File: config.mk
export PLATFORM = sky130hd
export DESIGN_NAME = conv_mac_accumulator
export DESIGN_NICKNAME = d
export VERILOG_FILES = /design/src/rtl/conv_mac_accumulator.sv
export SDC_FILE = /design/constraint.sdc
export NUM_CORES = 1
export LEC_CHECK = 0
export BUFFER_PORTS_ARGS = -buffer_cell sky130_fd_sc_hd__buf_2
export CORE_UTILIZATION = 35
export CTS_BUF_LIST = sky130_fd_sc_hd__clkbuf_4 sky130_fd_sc_hd__clkbuf_8
export DETAILED_ROUTE_END_ITERATION = 16
export PLACE_DENSITY_LB_ADDON = 0.08
export SLEW_MARGIN = 30
export SYNTH_ARGS = -nofsm -noshare
export SYNTH_HDL_FRONTEND = slang
export SYNTH_SLANG_ARGS = --single-unit
File: constraint.sdc
create_clock -name clk -period 4.05 [get_ports clk]
set_input_delay 0.2025 -clock clk [delete_from_list [all_inputs] [get_ports clk]]
set_output_delay 0.2025 -clock clk [all_outputs]
set_load 0.01 [all_outputs]
File: src/rtl/conv_mac_accumulator.sv
// Signed Q8.8 MAC over one KERNEL_SIZE window plus bias; emits a floor-shifted, optionally ReLU'd, saturated Q8.8 pixel.
// Result valid one cycle after the last beat; input stalls (in_ready=0) while a result waits for out_ready.
module conv_mac_accumulator #(
  parameter int DATA_W      = 16,
  parameter int FRAC_W      = 8,
  parameter int KERNEL_SIZE = 9,
  parameter int ACC_W       = 40
) (
  input  logic                           clk,
  input  logic                           rst,
  input  logic                           in_valid,
  output logic                           in_ready,
  input  logic [DATA_W-1:0]              pixel_in,
  input  logic [DATA_W-1:0]              weight_in,
  input  logic [DATA_W-1:0]              bias_in,
  input  logic                           relu_en,
  output logic                           out_valid,
  input  logic                           out_ready,
  output logic [DATA_W-1:0]              out_data,
  output logic                           out_sat,
  output logic [$clog2(KERNEL_SIZE)-1:0] beat_cnt
);

  localparam int CNT_W  = $clog2(KERNEL_SIZE);
  localparam int PROD_W = 2 * DATA_W;
  localparam logic [CNT_W-1:0] LAST_BEAT = CNT_W'(KERNEL_SIZE - 1);
  localparam logic signed [ACC_W-1:0] SAT_MAX = {{(ACC_W-DATA_W+1){1'b0}}, {(DATA_W-1){1'b1}}};
  localparam logic signed [ACC_W-1:0] SAT_MIN = {{(ACC_W-DATA_W+1){1'b1}}, {(DATA_W-1){1'b0}}};

  if (ACC_W < 2 * DATA_W + $clog2(KERNEL_SIZE) + 2) begin : g_acc_w_check
    $error("conv_mac_accumulator: ACC_W too narrow for KERNEL_SIZE products");
  end

  typedef enum logic {S_ACC, S_OUT} state_t;

  state_t                   state_q, state_d;
  logic signed [ACC_W-1:0]  acc_q, acc_d;
  logic [CNT_W-1:0]         cnt_q, cnt_d;
  logic                     out_valid_q, out_valid_d;
  logic                     in_ready_q, in_ready_d;
  logic [DATA_W-1:0]        out_data_q, out_data_d;
  logic                     out_sat_q, out_sat_d;

  logic signed [DATA_W-1:0] pixel_s, weight_s;
  logic signed [PROD_W-1:0] prod;
  logic signed [ACC_W-1:0]  prod_ext, bias_ext, acc_next, r;
  logic [DATA_W-1:0]        res_data;
  logic                     res_sat;
  logic                     beat;

  assign pixel_s  = pixel_in;
  assign weight_s = weight_in;
  assign prod     = pixel_s * weight_s;
  assign prod_ext = {{(ACC_W-PROD_W){prod[PROD_W-1]}}, prod};
  // Bias is Q8.8; shifting by FRAC_W aligns it with the Q16.16 products.
  assign bias_ext = {{(ACC_W-DATA_W-FRAC_W){bias_in[DATA_W-1]}}, bias_in, {FRAC_W{1'b0}}};
  assign beat     = in_valid && in_ready_q;
  assign acc_next = (cnt_q == '0) ? (bias_ext + prod_ext) : (acc_q + prod_ext);
  assign r        = acc_next >>> FRAC_W;

  always_comb begin
    res_data = r[DATA_W-1:0];
    res_sat  = 1'b0;
    if (relu_en && r[ACC_W-1]) begin
      res_data = '0;
    end else if (r > SAT_MAX) begin
      res_data = {1'b0, {(DATA_W-1){1'b1}}};
      res_sat  = 1'b1;
    end else if (r < SAT_MIN) begin
      res_data = {1'b1, {(DATA_W-1){1'b0}}};
      res_sat  = 1'b1;
    end
  end

  always_comb begin
    state_d     = state_q;
    acc_d       = acc_q;
    cnt_d       = cnt_q;
    out_valid_d = out_valid_q;
    in_ready_d  = in_ready_q;
    out_data_d  = out_data_q;
    out_sat_d   = out_sat_q;
    case (state_q)
      S_ACC: begin
        if (beat) begin
          acc_d = acc_next;
          if (cnt_q == LAST_BEAT) begin
            cnt_d       = '0;
            state_d     = S_OUT;
            out_valid_d = 1'b1;
            in_ready_d  = 1'b0;
            out_data_d  = res_data;
            out_sat_d   = res_sat;
          end else begin
            cnt_d = cnt_q + CNT_W'(1);
          end
        end
      end
      S_OUT: begin
        if (out_ready) begin
          state_d     = S_ACC;
          out_valid_d = 1'b0;
          in_ready_d  = 1'b1;
        end
      end
      default: begin
        state_d     = S_ACC;
        out_valid_d = 1'b0;
        in_ready_d  = 1'b1;
      end
    endcase
  end

  always_ff @(posedge clk or posedge rst) begin
    if (rst) begin
      state_q     <= S_ACC;
      acc_q       <= '0;
      cnt_q       <= '0;
      out_valid_q <= 1'b0;
      in_ready_q  <= 1'b1;
      out_data_q  <= '0;
      out_sat_q   <= 1'b0;
    end else begin
      state_q     <= state_d;
      acc_q       <= acc_d;
      cnt_q       <= cnt_d;
      out_valid_q <= out_valid_d;
      in_ready_q  <= in_ready_d;
      out_data_q  <= out_data_d;
      out_sat_q   <= out_sat_d;
    end
  end

  assign in_ready  = in_ready_q;
  assign out_valid = out_valid_q;
  assign out_data  = out_data_q;
  assign out_sat   = out_sat_q;
  assign beat_cnt  = cnt_q;

endmodule

==> results.json <==
{
  "cts_sinks": 64,
  "syn_inst": 1932,
  "fin_ws_ns": -4.23,
  "holdPathStages": 4,
  "cp_slowest_stage_delay_ns": 0.54,
  "gp_congestion": 0.895,
  "synth_seq_area_share_pct": 9.84,
  "layout_common_cells": "buf_4, inv_1, fa_1",
  "netlist_top_cells_area": "fa_1, ha_1, dfrtp_1",
  "synth_fp_nets": 2397,
  "die_w_um": 218,
  "core_um2": 45700,
  "synth-compound-area-share_pct": 13.7,
  "drc_errors": 0,
  "yosys_warnings": 0,
  "synth_area_um2": 16300,
  "hold_violations": 0,
  "synth-xor-area-share_pct": 4.07,
  "synthAdderAreaFrac_pct": 43.8,
  "io_buffer_count": 75,
  "hpwl_um": 41700,
  "hold_class": "primary input to flop",
  "worstSetupEndpointType": "flop",
  "fp-row-count": 78,
  "final_nets": 2943,
  "period_share_pct": 204,
  "grt_antenna_before_repair": 1,
  "avgSynthCellArea_um2": 8.43,
  "start_util_pct": 35.7,
  "vias": 14900,
  "synth-simple-area-share_pct": 18.3,
  "rr_worst_depth": 17,
  "violations": "setup timing",
  "cts_tree": "yes",
  "cts_buffers": 9,
  "grt_pass1_wl_um": 86900,
  "ys_seq_elements": 64,
  "clockBufferDepth": 2,
  "required_ns": 4.34,
  "drv_cap": 0,
  "drv_slew": 0,
  "synth_top_area_share_pct": 32.5,
  "seqCellArea_um2": 1600,
  "syn2layout_area_growth_pct": 51.8,
  "path_class": "primary input to flop",
  "synth_edf_count": 0,
  "cp.arrival_ns": 8.58,
  "layout-drive-gt1-share_pct": 42.4,
  "ios": 76,
  "via_per_inst": 4.85,
  "start_kind": "primary input",
  "tightest_slew_ns": 0.777,
  "grt_pass1_vias": 16400,
  "synth.area.mux_share_pct": 0.761,
  "cts-htree-levels": 3,
  "finalCriticalPeriod_ns": 8.28,
  "cp_common_cell": "fa_1",
  "nFillCells": 4226,
  "wl_per_cell_um": 16.9,
  "multi_input_area_um2": 15900,
  "ys.flop_type": "dfrtp_1",
  "layout_commonest_cell": "buf_4",
  "synthArstFlopShare_pct": 100,
  "die_y_um": 218,
  "clk_latency_ns": 0.41,
  "setup_viol": 51,
  "grt_overflow": 0,
  "synth_top_area_cell": "fa_1",
  "slowest_stage": "fa_1",
  "synth.distinct_cells": 81,
  "antenna_left": 0,
  "rsz0062_at_grt": "true",
  "root_buffer": "clkbuf_8",
  "num_antenna_cells": 0,
  "first_iter_violations": 533,
  "setup_tns_ns": -157.68,
  "cp_max_fo": 6,
  "dr.pass1.iters": 5,
  "slew_headroom_pct": 48.2,
  "clock.fmax_mhz": 121,
  "dieArea_um2": 47400,
  "status": "complete, but fails checks",
  "track_usage_pct": 23.2,
  "cts.clk_slew.worst_paths_ns": 0.09,
  "grt_max_degree": 53,
  "skew_ns": 0.0117,
  "wl_um": 52100,
  "synth_top_family_by_area": "adder cells"
}
-- synthesized netlist by cell type, drive strengths merged, types with 33 or more instances --
library cell  count
dfrtp            63
a21o             33
nand2           255
ha              148
clkbuf           50
fa              264
nor2             94
a21oi           101
inv             343
xnor2            57
and2            134
o21ai            95
-- final cells by class --
cell class                      count  area share [%]
Multi-Input combinational cell   1464            64.2
Timing Repair Buffer              596            20.0
Sequential cell                    64            6.48
Inverter                          343            5.25
Tap cell                          600            3.04
Clock buffer                       10           0.557
Clock inverter                      6           0.466
-- kinds of logic after synthesis --
family / count (synthesis)
AOI/OAI and AO/OA: 349
DFF: 64
and+or+nand+nor: 616
muxes: 12
xor gates and xnor gates: 74
buffers and inverters: 405
adders and majority gates: 412
-- critical path: cells and delay by family --
family / cells / cell delay (ns)
compound gates: 10 / 1.53
fa+ha+maj: 8 / 3.44
simple gates: 11 / 2.31
xor+xnor: 1 / 0.15
buf+inv: 8 / 0.75
mux: 1 / 0.17
-- path summary, 6_finish.rpt --
check / startpoint / endpoint / slack, ns
max: weight_in[6] / out_data[2] / -4.23
min: relu_en / out_data[7] / 0.23
max reg2reg: acc_q[0] / out_data[2] / -0.29
min reg2reg: out_valid / out_valid / 0.48
max in group asynchronous: rst / acc_q[34] / 2.83
min in group asynchronous: rst / acc_q[15] / 0.41
-- through the flow --
stage,hold WS (ns),std cells,instance area (um2),util [%],worst slack (ns)
2_1_floorplan,0.299,1932,17200,-,-3.79
3_3_place_gp,0.397,2973,21200,46.3,-4.90
3_5_place_dp,0.321,2973,21200,46.3,-4.94
4_1_cts,0.185,3060,23800,52.1,-4.20
5_1_grt,0.245,3083,24700,54.1,-4.52
6_report,0.228,3083,24700,54.1,-4.23
-- repair_timing --
action                                  in CTS  in global routing
gates cloned                                 3                  1
hold buffers                                 2                  0
pin swaps                                  165                 99
endpoints found under the setup margin      52                 52
setup buffers                               72                 31
resized for setup                          394                166
hold endpoints to repair                    36                  0
-- registers in the layout (all words and copies together), names as in the netlist --
name,count
acc_q,40
beat_cnt,4
in_ready,1
out_data,16
out_sat,1
out_valid,1
state_q,1
-- metal layers --
| layer | vias to the layer above | global-route usage [%] | wire length [um] |
|---|---|---|---|
| li1 | 7277 | - | - |
| met1 | 7412 | 31.9 | 24500 |
| met2 | 217 | 39.2 | 25500 |
| met3 | 40 | 2.23 | 1380 |
| met4 | 2 | 4.98 | 651 |
| met5 | - | 0 | 13 |
Power is not shown: default switching activity piles up to over one toggle a cycle in this logic, so the estimate is an artifact.
